<file path="src/rtl/tas_if.sv">
// Bus bundle for tas_ctrl: the show-ahead FIFO read side plus the RAM write port and status.
// fifo_rd pops the head byte at the clock edge where fifo_rd=1 (implies fifo_empty=0);
// ram_wr_n is low for exactly one cycle per write, with ram_addr/ram_data valid in that cycle.
interface tas_if #(
    parameter int ADDR_W = 11,
    parameter int DATA_W = 8
);
    logic              fifo_empty;
    logic [DATA_W-1:0] fifo_data;
    logic              fifo_rd;
    logic              ram_wr_n;
    logic [ADDR_W-1:0] ram_addr;
    logic [DATA_W-1:0] ram_data;
    logic              busy;
    logic              temp_pkt;

    modport master (
        output fifo_empty, fifo_data,
        input  fifo_rd, ram_wr_n, ram_addr, ram_data, busy, temp_pkt
    );

    modport slave (
        input  fifo_empty, fifo_data,
        output fifo_rd, ram_wr_n, ram_addr, ram_data, busy, temp_pkt
    );
endinterface

</file>
<file path="src/rtl/tas_ctrl.sv">
// Packet sequencer: pops header + NBYTES payload bytes, writes the floor average of
// temperature packets to RAM at a down-counting address, and drops other packets.
module tas_ctrl #(
    parameter int                ADDR_W     = 11,
    parameter int                DATA_W     = 8,
    parameter int                NBYTES     = 4,
    parameter logic [ADDR_W-1:0] ADDR_START = 11'h7FF,
    parameter logic [DATA_W-1:0] HDR_A      = 8'hA5,
    parameter logic [DATA_W-1:0] HDR_B      = 8'hC3
) (
    input  logic       clk_2,
    input  logic       reset_n,
    tas_if.slave       bus,
    output logic [1:0] o_dbg_state
);
    localparam int LOG2N = $clog2(NBYTES);
    localparam int CNT_W = (LOG2N > 0) ? LOG2N : 1;
    localparam int ACC_W = DATA_W + LOG2N;

    typedef enum logic [1:0] {
        ST_HDR  = 2'd0,
        ST_PAY  = 2'd1,
        ST_WR   = 2'd2,
        ST_HOLD = 2'd3
    } state_t;

    state_t            r_state, w_state_nxt;
    logic [CNT_W-1:0]  r_cnt, w_cnt_nxt;
    logic [ACC_W-1:0]  r_acc, w_acc_nxt;
    logic              r_temp, w_temp_nxt;
    logic              r_wr_n, w_wr_n_nxt;
    logic [ADDR_W-1:0] r_addr, w_addr_nxt;
    logic [DATA_W-1:0] r_data, w_data_nxt;
    logic              w_pop;
    logic [ACC_W-1:0]  w_sum;

    // Reset gates the pop so no byte is lost while the sequencer is held.
    assign w_pop = reset_n & ~bus.fifo_empty & ((r_state == ST_HDR) | (r_state == ST_PAY));
    assign w_sum = r_acc + ACC_W'(bus.fifo_data);

    always_comb begin
        w_state_nxt = r_state;
        w_cnt_nxt   = r_cnt;
        w_acc_nxt   = r_acc;
        w_temp_nxt  = r_temp;
        w_wr_n_nxt  = r_wr_n;
        w_addr_nxt  = r_addr;
        w_data_nxt  = r_data;
        case (r_state)
            ST_HDR: begin
                if (w_pop) begin
                    w_temp_nxt  = (bus.fifo_data == HDR_A) | (bus.fifo_data == HDR_B);
                    w_cnt_nxt   = '0;
                    w_acc_nxt   = '0;
                    w_state_nxt = ST_PAY;
                end
            end
            ST_PAY: begin
                if (w_pop) begin
                    w_acc_nxt = w_sum;
                    w_cnt_nxt = r_cnt + 1'b1;
                    if (r_cnt == CNT_W'(NBYTES - 1)) begin
                        if (r_temp) begin
                            w_data_nxt  = w_sum[LOG2N +: DATA_W];
                            w_wr_n_nxt  = 1'b0;
                            w_state_nxt = ST_WR;
                        end else begin
                            w_state_nxt = ST_HDR;
                        end
                    end
                end
            end
            ST_WR: begin
                w_wr_n_nxt  = 1'b1;
                w_state_nxt = ST_HOLD;
            end
            ST_HOLD: begin
                // Address steps only after the strobe has risen, keeping it stable around the write.
                w_addr_nxt  = r_addr - 1'b1;
                w_state_nxt = ST_HDR;
            end
            default: w_state_nxt = ST_HDR;
        endcase
    end

    always_ff @(posedge clk_2) begin
        if (!reset_n) begin
            r_state <= ST_HDR;
            r_cnt   <= '0;
            r_acc   <= '0;
            r_temp  <= 1'b0;
            r_wr_n  <= 1'b1;
            r_addr  <= ADDR_START;
            r_data  <= '0;
        end else begin
            r_state <= w_state_nxt;
            r_cnt   <= w_cnt_nxt;
            r_acc   <= w_acc_nxt;
            r_temp  <= w_temp_nxt;
            r_wr_n  <= w_wr_n_nxt;
            r_addr  <= w_addr_nxt;
            r_data  <= w_data_nxt;
        end
    end

    assign bus.fifo_rd  = w_pop;
    assign bus.ram_wr_n = r_wr_n;
    assign bus.ram_addr = r_addr;
    assign bus.ram_data = r_data;
    assign bus.busy     = (r_state != ST_HDR);
    assign bus.temp_pkt = r_temp;
    assign o_dbg_state  = r_state;
endmodule

</file>
<file path="src/flat_wrapper.sv">
// flat-port wrapper written by rule: the top's interface ports become plain ports
module tas_ctrl_flat 
#(
    parameter int                ADDR_W     = 11,
    parameter int                DATA_W     = 8,
    parameter int                NBYTES     = 4,
    parameter logic [ADDR_W-1:0] ADDR_START = 11'h7FF,
    parameter logic [DATA_W-1:0] HDR_A      = 8'hA5,
    parameter logic [DATA_W-1:0] HDR_B      = 8'hC3
)
  (clk_2, reset_n, o_dbg_state, bus_fifo_empty, bus_fifo_data, bus_fifo_rd, bus_ram_wr_n, bus_ram_addr, bus_ram_data, bus_busy, bus_temp_pkt);
  tas_if #(.ADDR_W(ADDR_W), .DATA_W(DATA_W)) bus_i ();
  input  logic clk_2;
  input  logic reset_n;
  output logic [1:0] o_dbg_state;
  input wire logic [$bits(bus_i.fifo_empty)-1:0] bus_fifo_empty;
  input wire logic [$bits(bus_i.fifo_data)-1:0] bus_fifo_data;
  output wire logic [$bits(bus_i.fifo_rd)-1:0] bus_fifo_rd;
  output wire logic [$bits(bus_i.ram_wr_n)-1:0] bus_ram_wr_n;
  output wire logic [$bits(bus_i.ram_addr)-1:0] bus_ram_addr;
  output wire logic [$bits(bus_i.ram_data)-1:0] bus_ram_data;
  output wire logic [$bits(bus_i.busy)-1:0] bus_busy;
  output wire logic [$bits(bus_i.temp_pkt)-1:0] bus_temp_pkt;
  assign bus_i.fifo_empty = bus_fifo_empty;
  assign bus_i.fifo_data = bus_fifo_data;
  assign bus_fifo_rd = bus_i.fifo_rd;
  assign bus_ram_wr_n = bus_i.ram_wr_n;
  assign bus_ram_addr = bus_i.ram_addr;
  assign bus_ram_data = bus_i.ram_data;
  assign bus_busy = bus_i.busy;
  assign bus_temp_pkt = bus_i.temp_pkt;
  tas_ctrl #(.ADDR_W(ADDR_W), .DATA_W(DATA_W), .NBYTES(NBYTES), .ADDR_START(ADDR_START), .HDR_A(HDR_A), .HDR_B(HDR_B)) u_core (.clk_2(clk_2), .reset_n(reset_n), .bus(bus_i), .o_dbg_state(o_dbg_state));
endmodule
</file>
<file path="config.mk">
export PLATFORM = sky130hd
export DESIGN_NAME = tas_ctrl_flat
export DESIGN_NICKNAME = d
export VERILOG_FILES = /design/src/rtl/tas_if.sv /design/src/rtl/tas_ctrl.sv /design/src/flat_wrapper.sv
export SDC_FILE = /design/constraint.sdc
export NUM_CORES = 1
export LEC_CHECK = 0
export BUFFER_PORTS_ARGS = -buffer_cell sky130_fd_sc_hd__buf_2
export CAP_MARGIN = 20
export CORE_UTILIZATION = 28
export CTS_CLUSTER_DIAMETER = 200
export DETAILED_ROUTE_END_ITERATION = 8
export GPL_TIMING_DRIVEN = 0
export SLEW_MARGIN = 20
export SYNTH_ARGS = -nofsm -noshare
export SYNTH_HDL_FRONTEND = slang
export SYNTH_SLANG_ARGS = --single-unit
</file>
<file path="constraint.sdc">
create_clock -name clk_2 -period 4.98 [get_ports clk_2]
set_input_delay 0.498 -clock clk_2 [delete_from_list [all_inputs] [get_ports clk_2]]
set_output_delay 0.498 -clock clk_2 [all_outputs]
set_load 0.02 [all_outputs]
</file>
## Word level (Yosys, flattened, before mapping)

Index checks and enable logic that the tools add are counted.

| operators by class | value |
|---|---|
| add/subtract/negate cells | 3 |
| equal/unequal tests | 10 |
| muxes and demuxes | 15 |
| bitwise gates (word level) | 5 |
| reduce and logical (&&, ||, !) cells | 9 |

Operator list:

| cell | number |
|---|---|
| 10-bit two-way mux | 2 |
| 10-bit one-hot mux with 2 select lines | 1 |
| 8-bit equality test (second input constant) | 2 |
| 2-bit two-way mux | 6 |
| 11-bit by 1-bit subtractor with 11-bit output (second input constant) | 1 |
| 10-bit by 8-bit adder with 10-bit output | 1 |
| 2-bit one-hot mux with 4 select lines | 1 |
| 4-bit AND reduction | 2 |
| 2-bit equality test (second input constant) | 3 |
| 2-bit inequality test (second input constant) | 3 |
| 3-bit AND reduction | 2 |
| 2-bit nonzero test | 3 |
| 2-bit one-hot mux with 2 select lines | 1 |
| 1-bit two-way mux | 3 |
| 2-bit by 1-bit adder with 2-bit output (second input constant) | 1 |
| 1-bit bitwise AND | 2 |
| 2-bit by 1-bit equality test with 1-bit output (second input constant) | 1 |
| 2-bit logical NOT | 1 |
| 2-bit by 1-bit inequality test with 1-bit output (second input constant) | 1 |
| 1-bit bitwise OR | 2 |
| 1-bit one-hot mux with 2 select lines | 1 |
| 2-bit AND reduction | 1 |
| 1-bit NOT | 1 |

| storage, ports and cells | value |
|---|---|
| register bits | 35 |
| input bits | 11 |
| output and inout bits | 25 |

## Longest topological paths before layout

Gate-level depths: netlist of run 1.

| logic depth | value |
|---|---|
| depth in word-level cells | 5 |
| depth in mapped cells | 10 |

## Least setup slack after synthesis of run 1

Ideal clock, no wire load.

| timing path | value |
|---|---|
| path kind | input to register |
| start | input port reset_n |
| end | register u_core.r_data[5], in the netlist u_core.bus.ram_data[5] |
| arrival time | 1.978 ns |
| setup slack | 2.939 ns |
| stages | 9 |
| buffers on the path | 2 |
| cells stage by stage | buf_4 -> inv_2 -> or3_1 -> buf_6 -> clkinv_4 -> and2_4 -> nand3_2 -> or4_1 -> nand3_1 |

| on the way | value |
|---|---|
| longest elaborated chain between the ends | 3 |

Ends and longest elaborated chain:

| what | line | RTL |
|---|---|---|
| from (decl) | flat_wrapper.sv:14 | `input logic reset_n;` |
| 1-bit bitwise AND (2 in series) | tas_ctrl.sv:38 | `assign w_pop = reset_n & ~bus.fifo_empty & ((r_state == ST_HDR) \| (r_state == ST_PAY));` |
| via bus_fifo_rd | flat_wrapper.sv:18 | `output wire logic [$bits(bus_i.fifo_rd)-1:0] bus_fifo_rd;` |
| 4-bit AND reduction (no source line) | - |  |
| to (signal assigned) | tas_ctrl.sv:102 | `r_data <= w_data_nxt;` |
| to (decl) | tas_ctrl.sv:33 | `logic [DATA_W-1:0] r_data, w_data_nxt;` |

The timed path passes the listed nets, and every way through them passes these cells.
A chain may end at the register's enable or synchronous reset.

## Worst setup path after layout of run 1

| timing path | value |
|---|---|
| start | input port bus_fifo_data[0] |
| end | register u_core.r_data[6], in the netlist u_core.bus.ram_data[6] |

| on the way | value |
|---|---|
| longest elaborated chain between the ends | 1 |

Ends and longest elaborated chain:

| what | line | RTL |
|---|---|---|
| from (decl) | flat_wrapper.sv:17 | `input wire logic [$bits(bus_i.fifo_data)-1:0] bus_fifo_data;` |
| 10-bit by 8-bit adder with 10-bit output | tas_ctrl.sv:39 | `assign w_sum = r_acc + ACC_W'(bus.fifo_data);` |

Every way passes these cells.

==> results of run 1 <==
[sequential cells by signal, summed over array words and instances (netlist names), named ones only]
register and cells:
u_core.o_dbg_state 1, u_core.r_cnt 2, u_core.bus.ram_wr_n 1, u_core.bus.ram_data 8, u_core.r_acc 10, u_core.bus.temp_pkt 1
u_core.bus.ram_addr 11
[cells in the final DEF, fill, tap and decap left out, types with 2 or more instances in the layout]
master and n:
buf_2 35, dfxtp_1 35, nand2_1 24, nand3_1 18, a21oi_1 10, ha_1 10, xnor2_1 8, clkbuf_1 7
nor2_1 7, o21ai_0 7, xor2_1 7, clkbuf_8 5, inv_1 4, or3_1 4, a21o_1 4, or4_1 3
o211ai_1 3, a31oi_1 3, and3_1 3, a22oi_1 3, nor3_1 2, nor4_1 2, a211oi_1 2, nor4bb_1 2
o31ai_1 2, a32o_1 2, bufinv_16 2
[critical path, cell delays in order]
cell	delay, ps
buf_2	110
ha_1	230
fa_1	430
nand3_1	120
nand2_1	110
a21boi_0	380
xor2_1	220
o21ai_0	100
[power by group through the flow]
stage | Sequential [mW] | Clock, mW | Combinational [mW]
after global routing | 0.291 | 0.321 | 0.0813
after CTS | 0.291 | 0.314 | 0.0726
final | 0.291 | 0.305 | 0.0720
after detailed placement | 0.297 | 0 | 0.0720
after global placement | 0.297 | 0 | 0.0714
after floorplan | 0.299 | 0 | 0.0475
[path summary, 6_finish.rpt]
kind | from | endpoint | slack (ps) | cells after the start
worst min-delay path | u_core.bus.ram_data[3] | u_core.bus.ram_data[3] | 460 | 2
worst max register to register | u_core.r_acc[0] | u_core.bus.ram_data[6] | 2960 | 7
worst max-delay path | bus_fifo_data[0] | u_core.bus.ram_data[6] | 2950 | 8
worst min register to register | u_core.bus.ram_data[3] | u_core.bus.ram_data[3] | 460 | 2
[routing by layer]
layer,GRT usage (%),wire length (um),vias up
met1,16.7,1880,702
met5,0,0,-
li1,-,-,783
met4,6.96,80,0
met3,2.73,170,8
met2,23.1,1830,34
[synthesized netlist by cell type (4+ instances only)]
master / instances / share of area [%]
dfxtp_1: 35 / 41
nand2_1: 24 / 5.2
nand3_1: 18 / 5.2
a21oi_1: 10 / 2.9
ha_1: 10 / 7.3
xnor2_1: 8 / 4.1
clkbuf_1: 7 / 1.5
nor2_1: 7 / 1.5
o21ai_0: 7 / 2.0
xor2_1: 7 / 3.6
a21o_1: 4 / 1.7
inv_1: 4 / 0.87
or3_1: 4 / 1.5
[per-stage QoR]
stage | setup WS [ps] | hold slack [ps] | cell area (um^2) | total power, mW
after floorplan | 2940 | 436 | 1720 | 0.346
after global placement | 2670 | 443 | 1980 | 0.369
after detailed placement | 2660 | 447 | 1980 | 0.369
after CTS | 2970 | 456 | 2120 | 0.677
after global routing | 2820 | 473 | 2120 | 0.694
final | 2950 | 456 | 2120 | 0.668
[area by class of cell]
| type | count | share of cell area [%] |
|---|---|---|
| clock buffer | 5 | 3.25 |
| multi-input combinational | 141 | 44.4 |
| clock inverter | 3 | 3.19 |
| timing repair buffer | 34 | 8.03 |
| buffer | 10 | 2.36 |
| inverter | 6 | 1.30 |
| tap | 75 | 4.43 |
| sequential | 35 | 33.1 |
[logic make-up (layout without fill, tap and decap cells)]
group,Yosys count,count (layout),synth area share (%)
xor+xnor,15,15,7.65
buf+inv,16,58,4.52
simple gates,72,72,21.5
fa+ha+maj,11,11,8.45
compound gates,43,43,17.1
flops,35,35,40.8
==> flow_summary.toml, run 1 <==
[run_status]
status = "completed"

[pwr]
p_leak_nw = 0.906
p_switching_mw = 0.156
powerDensity_nw_per_um2 = 315
p_int_mw = 0.512
clock_power_share_pct = 45.7
power_frac_comb_pct = 10.8
power_switching_share_pct = 23.4
seq_power_share_pct = 43.5
peakVddDrop_mv = 0.130

[clocking]
cts_tree = "built"
postCtsResizedCells = 0
postCtsSetupRepairBufs = 0
clockBufferDepth = 2
cts.sinks = 35
cts.htree.levels = 2
hold_buffers = 0
clkTransAtPathRegs_ps = 70
clk_latency_ps = 300
cts_buffers = 5
root_buffer = "clkbuf_8"

[floorplan]
dieHeight_um = 80.3
rows = 28
core_um2 = 5920
start_util_pct = 29.0
die_w_um = 80.3
dieArea_um2 = 6450
num_io_pins = 36

[worst_setup_path]
cp_max_fo = 3
crit_type = "in2reg"
cp-start-kind = "input port"
worst_ep_required_time_ps = 5140
end_kind = "flop"
arrival_ps = 2190

[sta]
fmax_mhz = 492
final-setup-viol-count = 0
setup_tns_ps = 0
skew_ps = 12.6
worst_slew_pin_slew_ps = 545
hold_violations = 0
maxSlewViolCount = 0
slew_headroom_pct = 63.7
rsz0062_at_grt = "no"
fin_crit_sh_pct = 40.8
fin_crit_ps = 2030

[drt]
wl_um = 3960
dr_total_vias = 1527
dr.pass1.iters = 4
vias_per_cell = 4.94
drtIter0Drc = 53
drc_errors = 0
antenna_left = 0
drt-wirelength-per-cell_um = 12.8

[final_layout]
fin_util_pct = 35.8
nFillCells = 627
diodes = 0
final_nets = 255
multi_input_area_um2 = 940
drive_gt1_share_pct = 21.8
register_area_um2 = 701
final_cells = 309
layout-area-overhead-vs-synth_pct = 23.3

[global_routing]
grt.total_usage_pct = 13.8
grt_pass1_vias = 1481
antenna_found_initial = 0
grt_first_pass_wirelength_um = 6780
grt_overflow_total = 0
grt_max_degree = 13

[min_path]
hold_class = "reg2reg"

[yosys]
synth-seq-cells = 35
syn-num-nets = 214
ys_seq_area_share_pct = 40.8
synth_cell_types = 44
synth_edf_count = 0
syn_inst = 192
ys.flop_type = "dfxtp_1"
yosys_warnings = 0
avgSynthCellArea_um2 = 8.95
async_flop_share_pct = 0
syn_area_um2 = 1720

[place]
dpl.cell_count = 301
io_buffers = 34
dp_hpwl_um = 2970
gp_congestion = 0.829

[job]
drv_cap = 0
(Power assumes the default switching activity.)
==> run 2: changes to the inputs <==
==> constraint.sdc (replaced) <==
create_clock -name clk_2 -period 2.1 [get_ports clk_2]
set_input_delay 0.21 -clock clk_2 [delete_from_list [all_inputs] [get_ports clk_2]]
set_output_delay 0.21 -clock clk_2 [all_outputs]
set_load 0.02 [all_outputs]
==> run 2 against run 1 <==
Compared with the run above: wire length is 0.20% higher; first-iteration DRC count is 5.7% higher; sequential power is 140% higher; critical path type is now reg2reg; clock skew hardly changed; highest routed layer unchanged; via count is 0.46% lower; non-clock buffer count stayed put; global-route usage stayed put; cell count stayed put; worst setup slack worse by 2800 ps; critical path depth is 1 lower; utilization stayed put; design area stayed put.
==> flow_summary.toml, run 2 (synthesis results as in run 1) <==
[final_layout]
fin_util_pct = 35.8
diodes = 0
final_nets = 255
layout-area-overhead-vs-synth_pct = 23.3
most-common-layout-cells = "buf_2, dfxtp_1, nand2_1"
drive_gt1_share_pct = 21.8
final_area_um2 = 2120
largest_reg_flops = 11

[sta]
skew_ps = 13.1
rsz0062_at_grt = "no"
final-setup-viol-count = 0
worst_slew_pin_slew_ps = 541
hold_violations = 0
slew_headroom_pct = 63.9
fmax_mhz = 517
fin_crit_sh_pct = 92.0
fin_crit_ps = 1930
setup_tns_ps = 0
maxSlewViolCount = 0

[floorplan]
dieHeight_um = 80.3
core_um2 = 5920
dieArea_um2 = 6450
die_w_um = 80.3
num_io_pins = 36
start_util_pct = 29.0
rows = 28

[worst_setup_path]
cp_max_fo = 8
worst_ep_required_time_ps = 2330
max_stage_delay_ps = 480
crit_chain = "or3_1 > buf_6 > clkinv_4 > and2_4 > nand3_2 > or4_1 > nand3_1"
arrival_ps = 2160
end_kind = "flop"
critPathSlowestCell = "or4_1"
cp-start-kind = "flop"
r2r_cells = 7
crit_type = "reg2reg"

[drt]
vias_per_cell = 4.92
drc_errors = 0
drtIter0Drc = 56
dr_total_vias = 1520
dr.pass1.iters = 4
wl_um = 3970
antenna_left = 0
drt-wirelength-per-cell_um = 12.8

[job]
drv_cap = 0

[clocking]
cts_buffers = 5
cts_tree = "built"
clockBufferDepth = 2
cts.htree.levels = 2
root_buffer = "clkbuf_8"
clkTransAtPathRegs_ps = 80
clk_latency_ps = 300
postCtsSetupRepairBufs = 0
cts.sinks = 35

[pwr]
powerDensity_nw_per_um2 = 750
peakVddDrop_mv = 0.309
p_leak_nw = 0.906

[global_routing]
grt.total_usage_pct = 13.8
grt_pass1_vias = 1481
antenna_found_initial = 0
grt_max_degree = 13
grt_first_pass_wirelength_um = 6780
grt_overflow_total = 0

[place]
placed_cell_area_um2 = 1980
dp_hpwl_um = 2970
gp_congestion = 0.829
io_buffers = 34

[min_path]
hold_class = "in2reg"
hp-start = "reset_n"
min_delay_path_depth = 3

[run_status]
status = "completed"
-- run 2: cell count changes in the layout (fill, tap and decap cells not counted) --
| cell | delta |
|---|---|
| o21ai_0 | -1 |
| a21boi_1 | +1 |
| o21ai_1 | +1 |
| a21boi_0 | -1 |
-- run 2: cell type report --
| type | instances | area [um^2] |
|---|---|---|
| inverters | 6 | 27.5 |
| clock buffers | 5 | 68.8 |
| multi-input cells | 141 | 940 |
| plain buffers | 10 | 50.0 |
| repair buffers | 34 | 170 |
| clock inverters | 3 | 67.6 |
| well taps | 75 | 93.8 |
| flip-flops and latches | 35 | 701 |
| fillers | 627 | 3800 |
-- run 2: worst max-delay path, delay by kind of cell, from the launching register on --
family / cells / cell delay [ps]
and+or+nand+nor: 5 / 1250
DFF: 1 / 390
buffers and inverters: 2 / 220
-- run 2: worst paths after layout --
kind | endpoint | slack [ps]
worst min register to register | u_core.bus.ram_data[3] | 460
worst max register to register | u_core.bus.ram_data[5] | 170
worst min-delay path | u_core.r_acc[7] | 240
worst max-delay path | u_core.bus.ram_data[5] | 170
-- run 2: report_power, final --
group | internal, mW | leakage [nW] | total (mW) | switching, mW
clock network | 0.473 | 0.0644 | 0.728 | 0.254
logic | 0.0639 | 0.558 | 0.171 | 0.107
registers | 0.677 | 0.284 | 0.689 | 0.0126
total | 1.21 | 0.906 | 1.59 | 0.374
-- run 2: metal layers --
layer	track usage, %	up-vias	routed length [um]
li1	-	782	-
met1	16.7	704	1890
met2	23.1	26	1850
met3	2.73	8	148
met4	6.96	0	80
met5	0	-	0
-- run 2: stage by stage --
stage | total power, mW | std cells | hold WS [ps] | setup WS, ps
2_1_floorplan | 0.821 | 192 | 387 | 231
3_3_place_gp | 0.874 | 301 | 443 | 79.2
3_5_place_dp | 0.875 | 301 | 447 | 64.1
4_1_cts | 1.61 | 309 | 241 | 92.6
5_1_grt | 1.65 | 309 | 278 | 2.98
6_report | 1.59 | 309 | 238 | 168
-- run 2: repair_timing --
action                     in CTS  in global routing
setup endpoints to repair       0                  4
gates resized for setup         0                  2
hold buffers                    0                  0
